File: config.mk
export PLATFORM = sky130hd
export DESIGN_NAME = inst_fetch_unit_flat
export DESIGN_NICKNAME = d
export VERILOG_FILES = /design/src/rtl/ifu_pkg.sv /design/src/rtl/ifu_if.sv /design/src/rtl/inst_fetch_unit.sv /design/src/flat_wrapper.sv
export SDC_FILE = /design/constraint.sdc
export NUM_CORES = 1
export LEC_CHECK = 0
export CORE_MARGIN = 2
export CORE_UTILIZATION = 35
export DETAILED_ROUTE_END_ITERATION = 7
export GPL_ROUTABILITY_DRIVEN = 0
export PLACE_DENSITY = 0.79
export SYNTH_ARGS = -nofsm -noshare
export SYNTH_HDL_FRONTEND = slang
export SYNTH_SLANG_ARGS = --single-unit
File: constraint.sdc
create_clock -name clk -period 1.6 [get_ports clk]
set_input_delay 0.32 -clock clk [delete_from_list [all_inputs] [get_ports clk]]
set_output_delay 0.32 -clock clk [all_outputs]
set_load 0.01 [all_outputs]
File: src/rtl/ifu_pkg.sv
`default_nettype none
// ============================================================================
// Module   : ifu_pkg
// Brief    : Shared state encoding and code points for the instruction fetch unit.
// Revision : 1.0
// ============================================================================
package ifu_pkg;

  typedef enum logic [2:0] {
    AR       = 3'd0,
    R        = 3'd1,
    HOLD     = 3'd2,
    WAIT_NPC = 3'd3,
    FAULT    = 3'd4
  } state_t;

  localparam logic [1:0] RESP_OKAY   = 2'b00;
  localparam logic [1:0] FC_NONE     = 2'b00;
  localparam logic [1:0] FC_MISALIGN = 2'b01;
  localparam logic [1:0] FC_BUSERR   = 2'b10;

  function automatic logic is_aligned(input logic [1:0] lsb);
    return (lsb == 2'b00);
  endfunction

endpackage
`default_nettype wire

File: src/rtl/ifu_if.sv
`default_nettype none
// ============================================================================
// Module   : ifu_if
// Brief    : AXI4-Lite AR/R channel, IFU->IDU handshake and write-back next-PC bundle.
// Revision : 1.0
// ============================================================================
interface ifu_if #(
  parameter int XLEN = 32
) ();

  logic [XLEN-1:0] araddr;
  logic            arvalid;
  logic            arready;
  logic [XLEN-1:0] rdata;
  logic [1:0]      rresp;
  logic            rvalid;
  logic            rready;
  logic [XLEN-1:0] inst;
  logic [XLEN-1:0] pc;
  logic            IFU_valid;
  logic            IDU_ready;
  logic [XLEN-1:0] dnpc;
  logic            npc_valid;
  logic            fault;
  logic [1:0]      fault_cause;

  modport master (
    output araddr, arvalid, rready, inst, pc, IFU_valid, fault, fault_cause,
    input  arready, rdata, rresp, rvalid, IDU_ready, dnpc, npc_valid
  );

  modport slave (
    input  araddr, arvalid, rready, inst, pc, IFU_valid, fault, fault_cause,
    output arready, rdata, rresp, rvalid, IDU_ready, dnpc, npc_valid
  );

endinterface
`default_nettype wire

File: src/rtl/inst_fetch_unit.sv
`default_nettype none
// ============================================================================
// Module   : inst_fetch_unit
// Brief    : Non-pipelined fetch stage: one AXI4-Lite read per PC, handed to decode.
// Revision : 1.0
// ============================================================================
module inst_fetch_unit
  import ifu_pkg::*;
#(
  parameter int              XLEN     = 32,
  parameter logic [XLEN-1:0] RESET_PC = 32'h8000_0000
) (
  input  wire logic clk,
  input  wire logic rst,
  ifu_if.master     bus
);

  state_t          r_state;
  state_t          w_state_nxt;
  logic [XLEN-1:0] r_pc;
  logic [XLEN-1:0] r_inst;
  logic            r_fault;
  logic [1:0]      r_fault_cause;
  logic            w_arvalid;
  logic            w_rready;
  logic            w_ifu_valid;
  logic            w_r_done;
  logic            w_npc_take;

  always_ff @(posedge clk or negedge rst) begin
    if (!rst) begin
      r_state <= AR;
    end else begin
      r_state <= w_state_nxt;
    end
  end

  always_comb begin
    w_state_nxt = r_state;
    w_arvalid   = 1'b0;
    w_rready    = 1'b0;
    w_ifu_valid = 1'b0;
    case (r_state)
      AR: begin
        w_arvalid = 1'b1;
        if (bus.arready) begin
          w_state_nxt = R;
        end
      end
      R: begin
        w_rready = 1'b1;
        if (bus.rvalid) begin
          w_state_nxt = (bus.rresp == RESP_OKAY) ? HOLD : FAULT;
        end
      end
      HOLD: begin
        w_ifu_valid = 1'b1;
        if (bus.IDU_ready) begin
          w_state_nxt = WAIT_NPC;
        end
      end
      WAIT_NPC: begin
        if (bus.npc_valid) begin
          w_state_nxt = is_aligned(bus.dnpc[1:0]) ? AR : FAULT;
        end
      end
      FAULT: begin
        w_state_nxt = FAULT;
      end
      default: begin
        w_state_nxt = AR;
      end
    endcase
  end

  assign w_r_done   = (r_state == R) && bus.rvalid;
  assign w_npc_take = (r_state == WAIT_NPC) && bus.npc_valid;

  // A misaligned dnpc is still latched into pc so the offending address is visible.
  always_ff @(posedge clk or negedge rst) begin
    if (!rst) begin
      r_pc          <= RESET_PC;
      r_inst        <= '0;
      r_fault       <= 1'b0;
      r_fault_cause <= FC_NONE;
    end else begin
      if (w_r_done) begin
        if (bus.rresp == RESP_OKAY) begin
          r_inst <= bus.rdata;
        end else begin
          r_fault       <= 1'b1;
          r_fault_cause <= FC_BUSERR;
        end
      end
      if (w_npc_take) begin
        r_pc <= bus.dnpc;
        if (!is_aligned(bus.dnpc[1:0])) begin
          r_fault       <= 1'b1;
          r_fault_cause <= FC_MISALIGN;
        end
      end
    end
  end

  // State resets to AR, so arvalid is gated by rst to stay low during reset.
  assign bus.arvalid     = w_arvalid & rst;
  assign bus.araddr      = r_pc;
  assign bus.rready      = w_rready;
  assign bus.IFU_valid   = w_ifu_valid;
  assign bus.inst        = r_inst;
  assign bus.pc          = r_pc;
  assign bus.fault       = r_fault;
  assign bus.fault_cause = r_fault_cause;

endmodule
`default_nettype wire
File: src/flat_wrapper.sv
// flat-port wrapper written by rule: the top's interface ports become plain ports
module inst_fetch_unit_flat import ifu_pkg::*;
#(
  parameter int              XLEN     = 32,
  parameter logic [XLEN-1:0] RESET_PC = 32'h8000_0000
)
  (clk, rst, bus_araddr, bus_arvalid, bus_rready, bus_inst, bus_pc, bus_IFU_valid, bus_fault, bus_fault_cause, bus_arready, bus_rdata, bus_rresp, bus_rvalid, bus_IDU_ready, bus_dnpc, bus_npc_valid);
  ifu_if #(.XLEN(XLEN)) bus_i ();
  input  wire logic clk;
  input  wire logic rst;
  output wire logic [$bits(bus_i.araddr)-1:0] bus_araddr;
  output wire logic [$bits(bus_i.arvalid)-1:0] bus_arvalid;
  output wire logic [$bits(bus_i.rready)-1:0] bus_rready;
  output wire logic [$bits(bus_i.inst)-1:0] bus_inst;
  output wire logic [$bits(bus_i.pc)-1:0] bus_pc;
  output wire logic [$bits(bus_i.IFU_valid)-1:0] bus_IFU_valid;
  output wire logic [$bits(bus_i.fault)-1:0] bus_fault;
  output wire logic [$bits(bus_i.fault_cause)-1:0] bus_fault_cause;
  input wire logic [$bits(bus_i.arready)-1:0] bus_arready;
  input wire logic [$bits(bus_i.rdata)-1:0] bus_rdata;
  input wire logic [$bits(bus_i.rresp)-1:0] bus_rresp;
  input wire logic [$bits(bus_i.rvalid)-1:0] bus_rvalid;
  input wire logic [$bits(bus_i.IDU_ready)-1:0] bus_IDU_ready;
  input wire logic [$bits(bus_i.dnpc)-1:0] bus_dnpc;
  input wire logic [$bits(bus_i.npc_valid)-1:0] bus_npc_valid;
  assign bus_araddr = bus_i.araddr;
  assign bus_arvalid = bus_i.arvalid;
  assign bus_rready = bus_i.rready;
  assign bus_inst = bus_i.inst;
  assign bus_pc = bus_i.pc;
  assign bus_IFU_valid = bus_i.IFU_valid;
  assign bus_fault = bus_i.fault;
  assign bus_fault_cause = bus_i.fault_cause;
  assign bus_i.arready = bus_arready;
  assign bus_i.rdata = bus_rdata;
  assign bus_i.rresp = bus_rresp;
  assign bus_i.rvalid = bus_rvalid;
  assign bus_i.IDU_ready = bus_IDU_ready;
  assign bus_i.dnpc = bus_dnpc;
  assign bus_i.npc_valid = bus_npc_valid;
  inst_fetch_unit #(.XLEN(XLEN), .RESET_PC(RESET_PC)) u_core (.clk(clk), .rst(rst), .bus(bus_i));
endmodule
# --- Yosys cells after proc, flatten, opt, wreduce, memory -nomap -nowiden ---
# Cells that the tools add are included.
op_classes:
  bitwise_logic: 1
  n_mux: 18
  eq_ne: 8
  reduce_logical: 7
op_table:
  columns: ["op", "count"]
  rows:
  - ["3-bit two-way mux", 6]
  - ["3-bit one-hot mux with 5 select lines", 1]
  - ["2-bit two-way mux", 4]
  - ["2-bit inequality test (second input constant)", 4]
  - ["1-bit two-way mux", 7]
  - ["3-bit by 2-bit equality test with 1-bit output (second input constant)", 2]
  - ["2-bit zero test", 2]
  - ["4-bit AND reduction", 1]
  - ["3-bit by 1-bit equality test with 1-bit output (second input constant)", 1]
  - ["3-bit equality test (second input constant)", 1]
  - ["3-bit zero test", 1]
  - ["1-bit logical AND", 2]
  - ["2-bit AND reduction", 1]
  - ["1-bit AND", 1]
word_totals:
  regBits: 70
  output_inout_bits: 102
  word_cells: 39

# --- Depth between registers and ports, before layout ---
logic_depth:
  ltp_word: 5
  depth_mapped: 5

# --- Worst setup path before layout ---
# OpenSTA, ideal clock, no wires.
synth_timing:
  path_kind: "register to register"
  from: "register u_core.r_state[2]"
  to: "register u_core.r_inst[10], in the netlist u_core.bus.inst[10]"
  t_required_ns: 1.475
  n_path_buf: 2
  arrival_time_ns: 1.397
  path_stages_with_launch: 6
  slack_ns: 0.078
  path_cell_list: "dfrtp_1 clkbuf_2 nor3b_4 nand3_4 buf_6 mux2_4"
synth_between:
  elab_chain_len: 3
synth_lines:
  columns: ["element", "line", "rtl"]
  rows:
  - ["start: declaration", "inst_fetch_unit.sv:18", "state_t r_state;"]
  - ["start signal: assignment", "inst_fetch_unit.sv:34", "r_state <= w_state_nxt;"]
  - ["3-bit by 1-bit equality test with 1-bit output", "inst_fetch_unit.sv:76", "assign w_r_done = (r_state == R) && bus.rvalid;"]
  - ["1-bit logical AND", "inst_fetch_unit.sv:76", null]
  - ["2-bit AND reduction (no source line)", null, null]
  - ["end signal: assignment", "inst_fetch_unit.sv:89", "r_inst <= bus.rdata;"]
  - ["end: declaration", "inst_fetch_unit.sv:21", "logic [XLEN-1:0] r_inst;"]
# Every way passes these cells.
# A chain may end at the register's enable or synchronous reset.

# --- Worst setup path after layout ---
layout_timing:
  from: "register u_core.r_state[2]"
  to: "register u_core.r_inst[30], in the netlist u_core.bus.inst[30]"
# Same word-level chain as after synthesis.

==> results by group <==
Status
  • Outcome: finished clean

Floorplanning
  • Top-Level Pins: 174
  • Die Ht: 97.8 microns
  • Die Wd: around 100 microns
  • Initial Utilization: 0.357
  • Die ar.: between 9000 and 10,000 sq um
  • Placeable Area: around 8600 sq um
  • Cell Rows: 34

STA
  • Setup-failing EPs final: 0
  • Post-layout min period: 1.59 ns
  • Final period utilization: 0.993
  • Worst Tran Pin Value: between 0.8 and 0.9 ns
  • Setup Skew: 0.00797 ns
  • RSZ-0062 raised after global routing: yes
  • Fin. Hold Viols: 0
  • Max-slew violation count: 0
  • Slew HR: 0.423
  • Fmax achieved: 630 MHz

Route
  • Mean routed wirelength per cell: between 10 and 15 microns
  • DRT antenna net count: 0
  • DRC viols: 0
  • DRC violation total after the first TritonRoute iteration: 36
  • DR pass1 iterations: 4
  • Vias: roughly 2,100
  • Final WL: slightly above 7 mm
  • Via density per instance: 4.41

Synth
  • Synth Cell Area: just over 3000 sq um
  • Synthesized instance count: between 200 and 250
  • Synth Register Bits: 70
  • Top-count cell post-synth: dfrtp_1
  • Synth area leaders: dfrtp_1 56%, mux2_4 15%, mux2_2 12%
  • Seq/Total Area, Yosys: 0.569
  • EDFF count, synth: 0
  • Async SR Flop Fraction: 1.00
  • Syn Area/Cell: 15.3 sq um
  • Synth Warn #: 0
  • Synth top area share: 0.561
  • Netlist cell types: 27
  • Commonest cells in the synthesized netlist: 69 x dfrtp_1, 34 x mux2_2, 33 x buf_4
  • Synth Flop Type: dfrtp_1
  • Yosys top cell by area: dfrtp_1
  • Syn Nets: between 200 and 300

Clocking
  • Clock Path Buffers: 2
  • CTS Buf Count: 9
  • H-tree levels: 3
  • Clock net sink count: 70
  • Clock-pin slew on the worst setup and hold paths: ~0.070 ns
  • Insertion delay of the later-clocked pin in the worst-skew pair: about 0.33 ns
  • Clk Tree Root Cell: clkbuf_8
  • CTS tree: yes

Worst setup path
  • Crit-path cells: nor3b_4 -> buf_6 -> nand3_4 -> buf_12 -> mux2_4
  • CP Class: reg -> reg
  • Crit-path max FO: 12
  • CP peak stage delay: 0.46 ns
  • CP Depth: 5
  • End of the critical path: u_core.bus.inst[30]
  • CP required: 1.81 ns
  • CP endpoint kind: flip-flop
  • Reg-to-Reg End: u_core.bus.inst[30]
  • Critical path buffers and inverters: 2
  • Top delay family on crit path: flip-flops
  • R2R setup slack: approximately 0.011 ns
  • CP arrival: 1.80 ns
  • R2R depth: 5
  • Worst setup startpoint: u_core.r_state[2]
  • Reg-to-Reg Start: u_core.r_state[2]
  • CP max stage cell: dfrtp_2
  • Startpoint types: flip-flop

Place
  • Port Buf Inserts: roughly 170
  • Area after DPL: around 4800 sq um
  • Detail Placement HPWL: approximately 5.3 mm

Final layout
  • Final Core Density: 0.602
  • Area occupied by multi-input gates: 1030 sq um
  • Layout area overhead: 68.6%
  • Layout cell share with drive strength beyond 1: 0.298
  • Final Cell Area: between 5000 and 6000 sq um
  • Antenna Cells: 0
  • Nets: 433
  • Register area: approximately 1800 sq um
  • Filler instances: about 700

Global route
  • Total track usage: 0.146
  • Largest net degree at the start of global routing: 71
  • Antenna violations before repair: 0
  • Number of global-route vias before repair: ~2,200
  • Grt ovf: 0
  • First-pass GRT wire length: between 10 and 15 mm

Power
  • Worst vdd ir: between 0.8 and 0.9 mV
  • Pwr/cell area: ~1700 nW/um^2
  • P_leak: roughly 3.2 nW

Flow run
  • Max-cap violations: 0

Min path
  • Worst Hold Class: in -> async
## cells in the final DEF, fill, tap and decap left out
cell type,netlist,routed
or3_1,1,1
buf_2,3,2
dfrtp_1,69,66
dfstp_2,1,1
nand3b_1,1,1
nor2_1,4,4
a211oi_1,1,1
nor3b_4,1,1
nor2b_1,2,2
inv_1,1,1
buf_12,0,4
clkinv_2,0,2
nor3b_2,0,1
clkbuf_1,0,1
nor4_1,1,1
mux2_4,30,30
clkdlybuf4s15_2,0,1
or4_1,1,1
a211o_1,1,1
clkdlybuf4s50_1,0,96
o21ai_0,1,1
nand3_4,1,1
clkbuf_8,0,11
nand2_1,3,3
nor4b_4,0,1
buf_6,4,1
dlygate4sd2_1,0,11
dlymetal6s2s_1,0,62
nor3_1,1,1
a21oi_1,2,2
buf_4,33,13
bufinv_16,0,2
dfrtp_2,0,3
mux2_2,34,34
a21o_1,1,1
nand4b_2,1,1
## how the worst min path moves through the flow
stage | from | endpoint | slack (ns) | cells after the start
floorplan | rst | u_core.bus.araddr[0] | 0.02 | 0
global placement | u_core.bus.fault | u_core.bus.fault | 0.46 | 1
detailed placement | u_core.bus.fault | u_core.bus.fault | 0.46 | 1
CTS | rst | u_core.bus.inst[22] | 0.23 | 2
global route | rst | u_core.bus.inst[12] | 0.28 | 2
finish | rst | u_core.bus.inst[18] | 0.21 | 2
## cell families after synthesis
family | count (synthesis) | share of synthesized area
AO/OA/AOI/OAI | 6 | 0.0126
multiplexers | 64 | 0.271
buffers and inverters | 42 | 0.103
AND/OR/NAND/NOR | 19 | 0.0451
flip-flops | 70 | 0.569
## cell type report
cell class              count  share of cell area
clock buffers              12              0.0299
clock inverters             4              0.0135
inverters                   1            0.000723
multi-input cells          89               0.198
flip-flops and latches     70               0.338
well taps                 108              0.0260
repair buffers            190               0.393
## flip-flops by register name, summed over array words and instances (netlist names)
| signal | count |
|---|---|
| u_core.bus.fault | 1 |
| u_core.bus.fault_cause | 2 |
| u_core.bus.inst | 32 |
| u_core.bus.araddr | 32 |
| u_core.r_state | 3 |
## power by group
part | total (W) | internal [W] | switching, W
clock | 0.00157 | 0.000959 | 0.000611
sequential | 0.00317 | 0.00260 | 0.000567
combinational | 0.00434 | 0.00283 | 0.00150
total | 0.00908 | 0.00640 | 0.00268
## timing repair
| item | 4_1_cts | 5_1_grt |
|---|---|---|
| endpoints found under the setup margin | 23 | 97 |
| buffers inserted | 1 | 1 |
| hold buffers | 0 | 0 |
| pin swaps | 1 | 2 |
| gates resized for setup | 26 | 66 |
## through the flow
step | setup WS (ns) | hold WS (ns) | TNS, ns | instances | power (W)
5_1_grt | -0.0413 | 0.279 | -0.523 | 474 | 0.00957
6_report | 0.0115 | 0.205 | 0 | 474 | 0.00908
3_5_place_dp | -0.167 | 0.461 | -6.76 | 456 | 0.00784
4_1_cts | 0.000709 | 0.232 | 0 | 473 | 0.00938
3_3_place_gp | -0.154 | 0.458 | -5.52 | 456 | 0.00774
2_1_floorplan | 0.0779 | 0.0244 | 0 | 201 | 0.00543
## per-layer routing
| layer | vias to the layer above | track usage | routed length [microns] |
|---|---|---|---|
| met5 | - | 0 | 0 |
| met4 | 0 | 0.0385 | 58 |
| met3 | 8 | 0.0487 | 566 |
| met2 | 106 | 0.243 | 3510 |
| met1 | 1001 | 0.185 | 2960 |
| li1 | 977 | - | - |
No activity file was read; power rests on OpenSTA's default activity.
